### src/rtl/uart_pkg.sv
// Shared UART definitions used by both the RX and TX halves.
package uart_pkg;
   localparam logic UART_IDLE_LVL = 1'b1;
   localparam int   PAR_W         = 16;

   typedef enum logic [2:0] {
      ST_IDLE   = 3'd0,
      ST_START  = 3'd1,
      ST_DATA   = 3'd2,
      ST_PARITY = 3'd3,
      ST_STOP   = 3'd4,
      ST_BREAK  = 3'd5
   } rx_state_e;

   // Narrower words are zero-extended by the caller; zeros do not change the XOR.
   function automatic logic parity_bit(input logic [PAR_W-1:0] data, input logic even);
      return even ? ^data : ~^data;
   endfunction
endpackage

### src/rtl/uart_rx_sync.sv
// Two-flop synchroniser for the asynchronous serial line; resets to the idle level.
module uart_rx_sync
   import uart_pkg::*;
(
   input  logic clk,
   input  logic rst,
   input  logic d,
   output logic q
);
   logic meta;

   always_ff @(posedge clk) begin
      if (rst) begin
         meta <= UART_IDLE_LVL;
         q    <= UART_IDLE_LVL;
      end else begin
         meta <= d;
         q    <= meta;
      end
   end
endmodule

### src/rtl/uart_rx.sv
// UART receiver: start/data/optional parity/stop framing, sampled at mid-bit.
module uart_rx
   import uart_pkg::*;
#(
   parameter int CLKS_PER_BIT = 16,
   parameter int DATA_BITS    = 8
) (
   input  logic                 clk,
   input  logic                 rst,
   input  logic                 rx,
   input  logic                 parity_en,
   input  logic                 even_parity,
   output logic [DATA_BITS-1:0] data_out,
   output logic                 rx_valid,
   output logic                 parity_err,
   output logic                 frame_err,
   output logic                 rx_busy
);
   localparam int CW = $clog2(CLKS_PER_BIT);
   localparam int BW = (DATA_BITS > 1) ? $clog2(DATA_BITS) : 1;
   localparam logic [CW-1:0] CNT_LAST = CW'(CLKS_PER_BIT - 1);
   localparam logic [CW-1:0] CNT_MID  = CW'(CLKS_PER_BIT / 2 - 1);
   localparam logic [BW-1:0] IDX_LAST = BW'(DATA_BITS - 1);

   logic                 rx_s;
   rx_state_e            state, state_nxt;
   logic [CW-1:0]        cnt;
   logic [BW-1:0]        bit_idx;
   logic [DATA_BITS-1:0] shreg;
   logic                 perr_int, par_en_l, even_l;
   logic                 bit_end, mid;

   uart_rx_sync u_sync (.clk(clk), .rst(rst), .d(rx), .q(rx_s));

   assign bit_end = (cnt == CNT_LAST);
   assign mid     = (cnt == CNT_MID);
   assign rx_busy = (state != ST_IDLE);

   always_ff @(posedge clk) begin
      if (rst) state <= ST_IDLE;
      else     state <= state_nxt;
   end

   always_comb begin
      state_nxt = state;
      case (state)
         ST_IDLE:   if (rx_s != UART_IDLE_LVL) state_nxt = ST_START;
         ST_START:  if (mid) state_nxt = rx_s ? ST_IDLE : ST_DATA;
         ST_DATA:   if (bit_end && bit_idx == IDX_LAST)
                       state_nxt = par_en_l ? ST_PARITY : ST_STOP;
         ST_PARITY: if (bit_end) state_nxt = ST_STOP;
         ST_STOP:   if (bit_end) state_nxt = rx_s ? ST_IDLE : ST_BREAK;
         ST_BREAK:  if (rx_s) state_nxt = ST_IDLE;
         default:   state_nxt = ST_IDLE;
      endcase
   end

   always_ff @(posedge clk) begin
      if (rst) begin
         cnt        <= '0;
         bit_idx    <= '0;
         shreg      <= '0;
         perr_int   <= 1'b0;
         par_en_l   <= 1'b0;
         even_l     <= 1'b0;
         data_out   <= '0;
         rx_valid   <= 1'b0;
         parity_err <= 1'b0;
         frame_err  <= 1'b0;
      end else begin
         rx_valid <= 1'b0;
         case (state)
            ST_IDLE: begin
               cnt <= '0;
               if (rx_s != UART_IDLE_LVL) begin
                  par_en_l <= parity_en;
                  even_l   <= even_parity;
                  perr_int <= 1'b0;
               end
            end
            ST_START: begin
               cnt     <= mid ? '0 : cnt + 1'b1;
               bit_idx <= '0;
            end
            ST_DATA: begin
               if (bit_end) begin
                  cnt   <= '0;
                  shreg <= {rx_s, shreg[DATA_BITS-1:1]};
                  if (bit_idx != IDX_LAST) bit_idx <= bit_idx + 1'b1;
               end else cnt <= cnt + 1'b1;
            end
            ST_PARITY: begin
               if (bit_end) begin
                  cnt      <= '0;
                  perr_int <= (rx_s != parity_bit(PAR_W'(shreg), even_l));
               end else cnt <= cnt + 1'b1;
            end
            ST_STOP: begin
               if (bit_end) begin
                  cnt        <= '0;
                  data_out   <= shreg;
                  rx_valid   <= 1'b1;
                  parity_err <= par_en_l & perr_int;
                  frame_err  <= ~rx_s;
               end else cnt <= cnt + 1'b1;
            end
            default: cnt <= '0;
         endcase
      end
   end
endmodule

### config.mk
export PLATFORM = sky130hd
export DESIGN_NAME = uart_rx
export DESIGN_NICKNAME = d
export VERILOG_FILES = /design/src/rtl/uart_pkg.sv /design/src/rtl/uart_rx_sync.sv /design/src/rtl/uart_rx.sv
export SDC_FILE = /design/constraint.sdc
export NUM_CORES = 1
export LEC_CHECK = 0
export CAP_MARGIN = 20
export CORE_ASPECT_RATIO = 0.6
export CORE_MARGIN = 2
export CORE_UTILIZATION = 54
export CTS_CLUSTER_SIZE = 10
export DETAILED_ROUTE_END_ITERATION = 12
export PLACE_DENSITY_LB_ADDON = 0.3
export SETUP_SLACK_MARGIN = 0.4
export SLEW_MARGIN = 20
export SYNTH_ARGS = -nofsm -noshare
export SYNTH_HDL_FRONTEND = slang
export SYNTH_SLANG_ARGS = --single-unit
### constraint.sdc
create_clock -name clk -period 2.1 [get_ports clk]
set_input_delay 0.315 -clock clk [delete_from_list [all_inputs] [get_ports clk]]
set_output_delay 0.315 -clock clk [all_outputs]
set_load 0.02 [all_outputs]
==> results of run 1 <==
-- Yosys cell counts, types with 2 or more instances --
cell and count:
sky130_fd_sc_hd__nor2_1 19, sky130_fd_sc_hd__nor3_1 4, sky130_fd_sc_hd__dfxtp_1 34, sky130_fd_sc_hd__nand3_1 5, sky130_fd_sc_hd__or3_1 4, sky130_fd_sc_hd__nand2_1 22
sky130_fd_sc_hd__or3b_1 3, sky130_fd_sc_hd__o32ai_1 2, sky130_fd_sc_hd__o31a_1 2, sky130_fd_sc_hd__o21ai_0 6, sky130_fd_sc_hd__nor2b_1 2, sky130_fd_sc_hd__nand2b_1 4
sky130_fd_sc_hd__clkbuf_1 7, sky130_fd_sc_hd__xnor2_1 7, sky130_fd_sc_hd__mux2i_1 11, sky130_fd_sc_hd__inv_1 4, sky130_fd_sc_hd__or2_2 3, sky130_fd_sc_hd__ha_1 3
sky130_fd_sc_hd__a21oi_1 16
-- timing repair --
| action | CTS | global route |
|---|---|---|
| setup buffers | 0 | 0 |
| gates resized for setup | 12 | 7 |
| endpoints found under the hold margin | 0 | 0 |
| pin swaps | 1 | 0 |
| endpoints found under the setup margin | 23 | 17 |
-- layer usage --
| metal | routed length (µm) | global-route usage | up-vias |
|---|---|---|---|
| li1 | - | - | 624 |
| met1 | 1500 | 0.328 | 588 |
| met2 | 1350 | 0.323 | 62 |
| met3 | 312 | 0.0714 | 9 |
| met4 | 69 | 0.0792 | 0 |
| met5 | 0 | 0 | - |
-- metrics by stage --
| stage | setup WS [ps] | area [µm²] | power [W] |
|---|---|---|---|
| final | 431 | 1860 | 0.00141 |
| after global routing | 352 | 1860 | 0.00147 |
| after CTS | 412 | 1840 | 0.00141 |
| after detailed placement | 270 | 1700 | 0.000853 |
| after global placement | 395 | 1700 | 0.000845 |
| after floorplan | 402 | 1510 | 0.000806 |
-- how the worst min path moves through the flow --
stage	to	slack [ps]	cells after the start
4_1_cts	u_sync.q	420	1
6_report	u_sync.q	420	1
5_1_grt	u_sync.q	440	1
3_3_place_gp	u_sync.q	400	1
3_5_place_dp	u_sync.q	400	1
2_1_floorplan	u_sync.q	390	1
-- area by class of cell --
class,count,area [µm²]
inverter,4,15.0
tap,32,40.0
timing repair buffer,19,178
clock buffer,8,110
sequential,34,692
multi-input combinational,126,825
fill,193,716
-- sequential cells by signal (all words and copies together), names as in the netlist, 3 cells and up --
signal	count
data_out	8
shreg	8
cnt	4
bit_idx	3
state	3
-- worst register-to-register path, delay by kind of cell, from the launching register on --
family	cells	cell delay [ps]
AND/OR/NAND/NOR	3	1050
flip-flops	1	410
AO/OA/AOI/OAI	1	140
-- kinds of logic after synthesis --
group,share of synthesized area
multiplexers,0.0730
AO/OA/AOI/OAI,0.117
XOR/XNOR,0.0614
buffers and inverters,0.0349
AND/OR/NAND/NOR,0.237
flip-flops,0.451
adder cells (fa/ha/maj),0.0249
-- power by group --
group | switching, W | internal (W) | total [W]
combinational | 0.0000878 | 0.0000724 | 0.000160
clock | 0.000226 | 0.000331 | 0.000557
sequential | 0.0000328 | 0.000658 | 0.000691
total | 0.000346 | 0.00106 | 0.00141
==> report_table.html, run 1 <==
<table>
<tr><th>Metric</th><th>Value</th></tr>
<tr><th colspan="2">Status</th></tr>
<tr><td>Result of the run</td><td>finished clean</td></tr>
<tr><th colspan="2">Logic synthesis</th></tr>
<tr><td>Syn_area_per_cell</td><td>approximately 8.8 µm²</td></tr>
<tr><td>Top FF cell, synth</td><td>sky130_fd_sc_hd__dfxtp_1</td></tr>
<tr><td>Synth top area cells</td><td>sky130_fd_sc_hd__dfxtp_1 (45%), sky130_fd_sc_hd__mux2i_1 (7.3%), sky130_fd_sc_hd__nand2_1 (5.5%), sky130_fd_sc_hd__a21oi_1 (5.3%), sky130_fd_sc_hd__nor2_1 (4.7%)</td></tr>
<tr><td>Sequential element share of the synthesized area</td><td>0.451</td></tr>
<tr><td>Cell type contributing the most total cell area after synthesis</td><td>sky130_fd_sc_hd__dfxtp_1</td></tr>
<tr><td>Proportion of synthesized flip-flops having asynchronous set or reset</td><td>0</td></tr>
<tr><td>Post-Synthesis Cells</td><td>roughly 170</td></tr>
<tr><td>Post-synth cell types</td><td>33</td></tr>
<tr><td>Number of synthesis warnings</td><td>0</td></tr>
<tr><td>Netlist area before placement</td><td>between 1500 and 2000 µm²</td></tr>
<tr><td>Post-synth EDFFs</td><td>0</td></tr>
<tr><td>Share of the synthesized area in the top cell type</td><td>0.451</td></tr>
<tr><td>Post-synthesis net count</td><td>180</td></tr>
<tr><td>Seq cells post-synth</td><td>34</td></tr>
<tr><th colspan="2">Clock tree</th></tr>
<tr><td>Inserted Clock Buffers</td><td>5</td></tr>
<tr><td>Clk Latency, worst-skew pair</td><td>about 280 ps</td></tr>
<tr><td>Master cell of the clock root buffer</td><td>sky130_fd_sc_hd__clkbuf_8</td></tr>
<tr><td># clock sinks</td><td>34</td></tr>
<tr><td>Clock transition at path regs</td><td>70 ps</td></tr>
<tr><td>H-Tree Level Count</td><td>2</td></tr>
<tr><td>Cts hold-fix bufs</td><td>0</td></tr>
<tr><td>Max clock buf depth</td><td>2</td></tr>
<tr><td>Clock tree from TritonCTS</td><td>yes</td></tr>
<tr><th colspan="2">Flow run</th></tr>
<tr><td>Number of max-capacitance violations reported</td><td>0</td></tr>
<tr><th colspan="2">Worst setup path</th></tr>
<tr><td>Crit path to</td><td>bit_idx[1]</td></tr>
<tr><td>Arrival @ worst endpoint</td><td>about 1900 ps</td></tr>
<tr><td>Top delay family on crit path</td><td>simple AND/OR/NAND/NOR gates</td></tr>
<tr><td>Startpoint of the worst register-to-register path</td><td>state[1]</td></tr>
<tr><td>Required time worst endpoint</td><td>2310 ps</td></tr>
<tr><td>Type of element launching the critical path</td><td>flop</td></tr>
<tr><td>Worst setup startpoint</td><td>state[1]</td></tr>
<tr><td>FF-to-FF path depth</td><td>4</td></tr>
<tr><td>Destination of the worst register-to-register timing path</td><td>bit_idx[1]</td></tr>
<tr><td>Worst-path maximum fanout</td><td>13</td></tr>
<tr><td>Flop2flop setup slack</td><td>430 ps</td></tr>
<tr><td>Buf/Inv on CP</td><td>0</td></tr>
<tr><td>Crit-path cells</td><td>or2b_1 &gt; or3_4 &gt; or3b_1 &gt; a21oi_2</td></tr>
<tr><td>Number of logic stages on the critical path including buffering</td><td>4</td></tr>
<tr><td>Slowest cell on the critical path</td><td>sky130_fd_sc_hd__dfxtp_4</td></tr>
<tr><td>Slowest cell delay on critical path</td><td>about 400 ps</td></tr>
<tr><td>Critical path type</td><td>reg2reg</td></tr>
<tr><td>Endpoint type of the worst setup path</td><td>flop</td></tr>
<tr><th colspan="2">Die</th></tr>
<tr><td>Chip Width</td><td>between 70 and 80 µm</td></tr>
<tr><td>Area of the die</td><td>~3200 µm²</td></tr>
<tr><td>I/O pin total</td><td>17</td></tr>
<tr><td>Number of placement rows</td><td>14</td></tr>
<tr><td>CORE AREA</td><td>roughly 2600 µm²</td></tr>
<tr><td>Die outline height</td><td>about 45 µm</td></tr>
<tr><td>Initial Utilization</td><td>0.586</td></tr>
<tr><th colspan="2">Drt</th></tr>
<tr><td>Average wire length per cell after detail routing</td><td>roughly 15 µm</td></tr>
<tr><td>Number of vias after detailed routing</td><td>roughly 1300</td></tr>
<tr><td>DRC violation total after the first TritonRoute iteration</td><td>76</td></tr>
<tr><td>Wirelength, routed</td><td>approximately 3200 µm</td></tr>
<tr><td>Number of routed nets with antenna violations</td><td>0</td></tr>
<tr><td>Detail-routed via count per cell</td><td>roughly 5.8</td></tr>
<tr><td>DRC violations left</td><td>0</td></tr>
<tr><td>Detailed-router iteration count before antenna repair</td><td>4</td></tr>
<tr><th colspan="2">Placed design</th></tr>
<tr><td>Number of cells after detailed placement</td><td>215</td></tr>
<tr><td>Routability congestion estimate</td><td>between 0.7 and 0.8</td></tr>
<tr><td>Port Buffer Count</td><td>16</td></tr>
<tr><td>Final HPWL DP</td><td>2240 µm</td></tr>
<tr><th colspan="2">Cells and area</th></tr>
<tr><td>Synth-to-layout area growth</td><td>23.3%</td></tr>
<tr><td>Top library cells by usage in the layout, fill and taps aside</td><td>sky130_fd_sc_hd__dfxtp_1 (29), sky130_fd_sc_hd__nand2_1 (22), sky130_fd_sc_hd__nor2_1 (18)</td></tr>
<tr><td>Fraction of final layout cells sized beyond drive strength 1</td><td>0.152</td></tr>
<tr><td>Antenna fix cells</td><td>0</td></tr>
<tr><td>Util after Layout</td><td>0.722</td></tr>
<tr><td>Count of placed standard cells in the final layout, fillers left out</td><td>223</td></tr>
<tr><td>Most common library cell in the layout ignoring fill and taps</td><td>sky130_fd_sc_hd__dfxtp_1</td></tr>
<tr><td>Number of nets at the end of the flow</td><td>198</td></tr>
<tr><th colspan="2">Global routing</th></tr>
<tr><td>Initial antenna violation count</td><td>0</td></tr>
<tr><td>Gr ovfl total</td><td>0</td></tr>
<tr><td>Wire length of the first global-routing pass</td><td>5480 µm</td></tr>
<tr><td>Number of global-route vias before repair</td><td>1115</td></tr>
<tr><td>Pin count of the biggest net entering global routing</td><td>29</td></tr>
<tr><td>GRT Util Overall</td><td>0.228</td></tr>
<tr><th colspan="2">STA</th></tr>
<tr><td>RSZ-0062 raised after global routing</td><td>true</td></tr>
<tr><td>Slew margin rel.</td><td>0.701</td></tr>
<tr><td>Number of setup violations in the final report</td><td>0</td></tr>
<tr><td>Upper clock frequency limit</td><td>599 MHz</td></tr>
<tr><td>Max-slew violation total from the final report</td><td>0</td></tr>
<tr><td>TNS Setup</td><td>0 ps</td></tr>
<tr><td>Final hold violation count</td><td>0</td></tr>
<tr><td>Largest clock skew in the final design</td><td>approximately 4.6 ps</td></tr>
<tr><td>Shortest clock period the worst path allows after layout</td><td>around 1700 ps</td></tr>
<tr><td>Worst Max-Slew Pin Slew</td><td>446 ps</td></tr>
<tr><td>Worst hold slack</td><td>approximately 420 ps</td></tr>
<tr><td>Final cycle utilization of the critical path</td><td>0.795</td></tr>
<tr><th colspan="2">Pwr</th></tr>
<tr><td>Leakage power</td><td>between 0.6 and 0.7 nW</td></tr>
<tr><td>Power per cell area</td><td>757 nW/µm²</td></tr>
<tr><td>Peak supply drop</td><td>0.670 mV</td></tr>
<tr><th colspan="2">Worst hold path</th></tr>
<tr><td>Start point of the worst hold path</td><td>u_sync.meta</td></tr>
<tr><td>Worst hold path type</td><td>reg2reg</td></tr>
</table>
No activity file was read; power rests on OpenSTA's default activity.
==> run 2, diff against run 1 <==
- CORE_UTILIZATION: 54 -> 49
- clock period: 2.1 -> 1.36 ns (I/O delays scaled with it)
==> report_table.html, run 2 (synthesized netlist as in run 1, its figures left out) <==
<table>
<tr><th>Metric</th><th>Value</th></tr>
<tr><th colspan="2">Status</th></tr>
<tr><td>Result of the run</td><td>finished with violations</td></tr>
<tr><td>Failing checks</td><td>negative setup slack</td></tr>
<tr><th colspan="2">Clock tree</th></tr>
<tr><td>Clk Latency, worst-skew pair</td><td>between 200 and 300 ps</td></tr>
<tr><td>Inserted Clock Buffers</td><td>5</td></tr>
<tr><td>Clock transition at path regs</td><td>about 60 ps</td></tr>
<tr><td>Max clock buf depth</td><td>2</td></tr>
<tr><td>H-Tree Level Count</td><td>2</td></tr>
<tr><td># clock sinks</td><td>34</td></tr>
<tr><td>Master cell of the clock root buffer</td><td>sky130_fd_sc_hd__clkbuf_8</td></tr>
<tr><td>Clock tree from TritonCTS</td><td>yes</td></tr>
<tr><th colspan="2">Global routing</th></tr>
<tr><td>Wire length of the first global-routing pass</td><td>6110 µm</td></tr>
<tr><td>Gr ovfl total</td><td>0</td></tr>
<tr><td>Number of global-route vias before repair</td><td>about 1300</td></tr>
<tr><td>GRT Util Overall</td><td>0.239</td></tr>
<tr><td>Pin count of the biggest net entering global routing</td><td>23</td></tr>
<tr><td>Initial antenna violation count</td><td>0</td></tr>
<tr><th colspan="2">Drt</th></tr>
<tr><td>Number of routed nets with antenna violations</td><td>0</td></tr>
<tr><td>Wirelength, routed</td><td>~4700 µm</td></tr>
<tr><td>DRC violations left</td><td>0</td></tr>
<tr><td>Average wire length per cell after detail routing</td><td>17.8 µm</td></tr>
<tr><td>Detail-routed via count per cell</td><td>between 5 and 6</td></tr>
<tr><td>DRC violation total after the first TritonRoute iteration</td><td>87</td></tr>
<tr><td>Detailed-router iteration count before antenna repair</td><td>4</td></tr>
<tr><td>Number of vias after detailed routing</td><td>~1500</td></tr>
<tr><th colspan="2">STA</th></tr>
<tr><td>Largest clock skew in the final design</td><td>between 7 and 8 ps</td></tr>
<tr><td>Shortest clock period the worst path allows after layout</td><td>1530 ps</td></tr>
<tr><td>Upper clock frequency limit</td><td>~650 MHz</td></tr>
<tr><td>RSZ-0062 raised after global routing</td><td>true</td></tr>
<tr><td>Worst Max-Slew Pin Slew</td><td>406 ps</td></tr>
<tr><td>Final cycle utilization of the critical path</td><td>1.13</td></tr>
<tr><td>TNS Setup</td><td>-3460 ps</td></tr>
<tr><td>Slew margin rel.</td><td>0.729</td></tr>
<tr><td>Slack of the critical path</td><td>-173 ps</td></tr>
<tr><td>Number of setup violations in the final report</td><td>28</td></tr>
<tr><td>Final hold violation count</td><td>0</td></tr>
<tr><td>Max-slew violation total from the final report</td><td>0</td></tr>
<tr><th colspan="2">Worst setup path</th></tr>
<tr><td>Required time worst endpoint</td><td>~1600 ps</td></tr>
<tr><td>Arrival @ worst endpoint</td><td>around 1800 ps</td></tr>
<tr><td>Type of element launching the critical path</td><td>flop</td></tr>
<tr><td>Crit-path cells</td><td>ha_4 &gt; nand3_2 &gt; or3_4 &gt; or3b_1 &gt; a21oi_2</td></tr>
<tr><td>Critical path type</td><td>reg2reg</td></tr>
<tr><td>Endpoint type of the worst setup path</td><td>flop</td></tr>
<tr><td>Slowest cell delay on critical path</td><td>between 400 and 500 ps</td></tr>
<tr><td>Slowest cell on the critical path</td><td>sky130_fd_sc_hd__or3_4</td></tr>
<tr><td>Buf/Inv on CP</td><td>0</td></tr>
<tr><td>Top delay family on crit path</td><td>simple AND/OR/NAND/NOR gates</td></tr>
<tr><td>Worst-path maximum fanout</td><td>4</td></tr>
<tr><th colspan="2">Cells and area</th></tr>
<tr><td>Util after Layout</td><td>0.822</td></tr>
<tr><td>Fraction of final layout cells sized beyond drive strength 1</td><td>0.559</td></tr>
<tr><td>Registers with the most flip-flops</td><td>data_out: 8 flops, shreg: 8 flops, cnt: 4 flops</td></tr>
<tr><td>Number of nets at the end of the flow</td><td>230</td></tr>
<tr><td>Top library cells by usage in the layout, fill and taps aside</td><td>sky130_fd_sc_hd__buf_4 (27), sky130_fd_sc_hd__buf_6 (18), sky130_fd_sc_hd__dfxtp_1 (17)</td></tr>
<tr><td>Filler instances</td><td>roughly 160</td></tr>
<tr><td>Synth-to-layout area growth</td><td>58.6%</td></tr>
<tr><td>Most common library cell in the layout ignoring fill and taps</td><td>sky130_fd_sc_hd__buf_4</td></tr>
<tr><td>Count of placed standard cells in the final layout, fillers left out</td><td>roughly 260</td></tr>
<tr><td>Antenna fix cells</td><td>0</td></tr>
<tr><th colspan="2">Die</th></tr>
<tr><td>CORE AREA</td><td>2910 µm²</td></tr>
<tr><td>Initial Utilization</td><td>0.518</td></tr>
<tr><td>I/O pin total</td><td>17</td></tr>
<tr><td>Area of the die</td><td>roughly 3600 µm²</td></tr>
<tr><td>Die outline height</td><td>around 47 µm</td></tr>
<tr><td>Chip Width</td><td>approximately 76 µm</td></tr>
<tr><td>Number of placement rows</td><td>15</td></tr>
<tr><th colspan="2">Placed design</th></tr>
<tr><td>Routability congestion estimate</td><td>about 0.78</td></tr>
<tr><td>Number of cells after detailed placement</td><td>approximately 250</td></tr>
<tr><td>Worst-case setup slack after placement</td><td>-213 ps</td></tr>
<tr><td>Final HPWL DP</td><td>about 2700 µm</td></tr>
<tr><td>Port Buffer Count</td><td>16</td></tr>
<tr><th colspan="2">Pwr</th></tr>
<tr><td>Peak supply drop</td><td>between 0.7 and 0.8 mV</td></tr>
<tr><td>Overall power consumption</td><td>between 0.002 and 0.0025 W</td></tr>
<tr><td>Power per cell area</td><td>around 940 nW/µm²</td></tr>
<tr><td>Leakage power</td><td>roughly 1 nW</td></tr>
<tr><th colspan="2">Worst hold path</th></tr>
<tr><td>Worst hold path type</td><td>reg2reg</td></tr>
<tr><th colspan="2">Flow run</th></tr>
<tr><td>Number of max-capacitance violations reported</td><td>0</td></tr>
</table>
==> run 2: changes by cell type in the layout (fill, tap and decap cells not counted), moves of 3 or more <==
cell	before	now
sky130_fd_sc_hd__buf_4	3	27
sky130_fd_sc_hd__buf_6	0	18
sky130_fd_sc_hd__dfxtp_1	29	17
sky130_fd_sc_hd__nand2_1	22	10
sky130_fd_sc_hd__a21oi_1	14	3
sky130_fd_sc_hd__clkdlybuf4s50_1	15	4
sky130_fd_sc_hd__dfxtp_2	3	14
sky130_fd_sc_hd__a21oi_2	2	12
sky130_fd_sc_hd__nand2_2	0	7
sky130_fd_sc_hd__nand2_4	0	5
sky130_fd_sc_hd__clkbuf_8	8	5
sky130_fd_sc_hd__nor3_1	3	0
==> run 2: worst register-to-register path, stage by stage (launching register included) <==
cell,delay [ps]
sky130_fd_sc_hd__dfxtp_2,350
sky130_fd_sc_hd__ha_4,140
sky130_fd_sc_hd__nand3_2,60
sky130_fd_sc_hd__or3_4,410
sky130_fd_sc_hd__or3b_1,400
sky130_fd_sc_hd__a21oi_2,110
==> run 2: area by class of cell <==
cell class              count  area, µm²  share of cell area
clock inverters             2       10.0             0.00419
clock buffers               5       68.8              0.0288
well taps                  42       52.6              0.0220
repair buffers             50        465               0.195
inverters                   4       15.0             0.00628
flip-flops and latches     34        709               0.297
multi-input cells         127       1070               0.447
==> run 2: final timing paths <==
| kind | start | endpoint | slack, ps | cells after the start |
|---|---|---|---|---|
| max | cnt[1] | bit_idx[2] | -170 | 5 |
| min | u_sync.meta | u_sync.q | 420 | 1 |
| max reg2reg | cnt[1] | bit_idx[2] | -170 | 5 |
| min reg2reg | u_sync.meta | u_sync.q | 420 | 1 |
==> run 2: repair_timing <==
action                     CTS  global route
cloned                       1             0
pin swaps                   15            20
hold buffers                 0             0
setup endpoints to repair   44            42
resized for setup           98            45
buffers inserted             1             8
==> run 2: power breakdown <==
| group | switching (W) | internal (W) |
|---|---|---|
| Clock | 0.000355 | 0.000343 |
| Sequential | 0.0000304 | 0.00102 |
| Combinational | 0.000253 | 0.000255 |
| Total | 0.000638 | 0.00162 |
==> run 2: layer usage <==
metal  track usage  wire length [µm]  up-vias
met5             0                 0        -
met4        0.0772                86        0
met3        0.0665               314       11
met2         0.370              2210       65
met1         0.327              2090      696
li1              -                 -      690
==> run 2: stage by stage <==
stage / hold slack, ps / area, µm²
global route: 435 / 2390
finish: 417 / 2390
detailed placement: 404 / 1980
CTS: 418 / 2190
global placement: 402 / 1980
floorplan: 308 / 1620
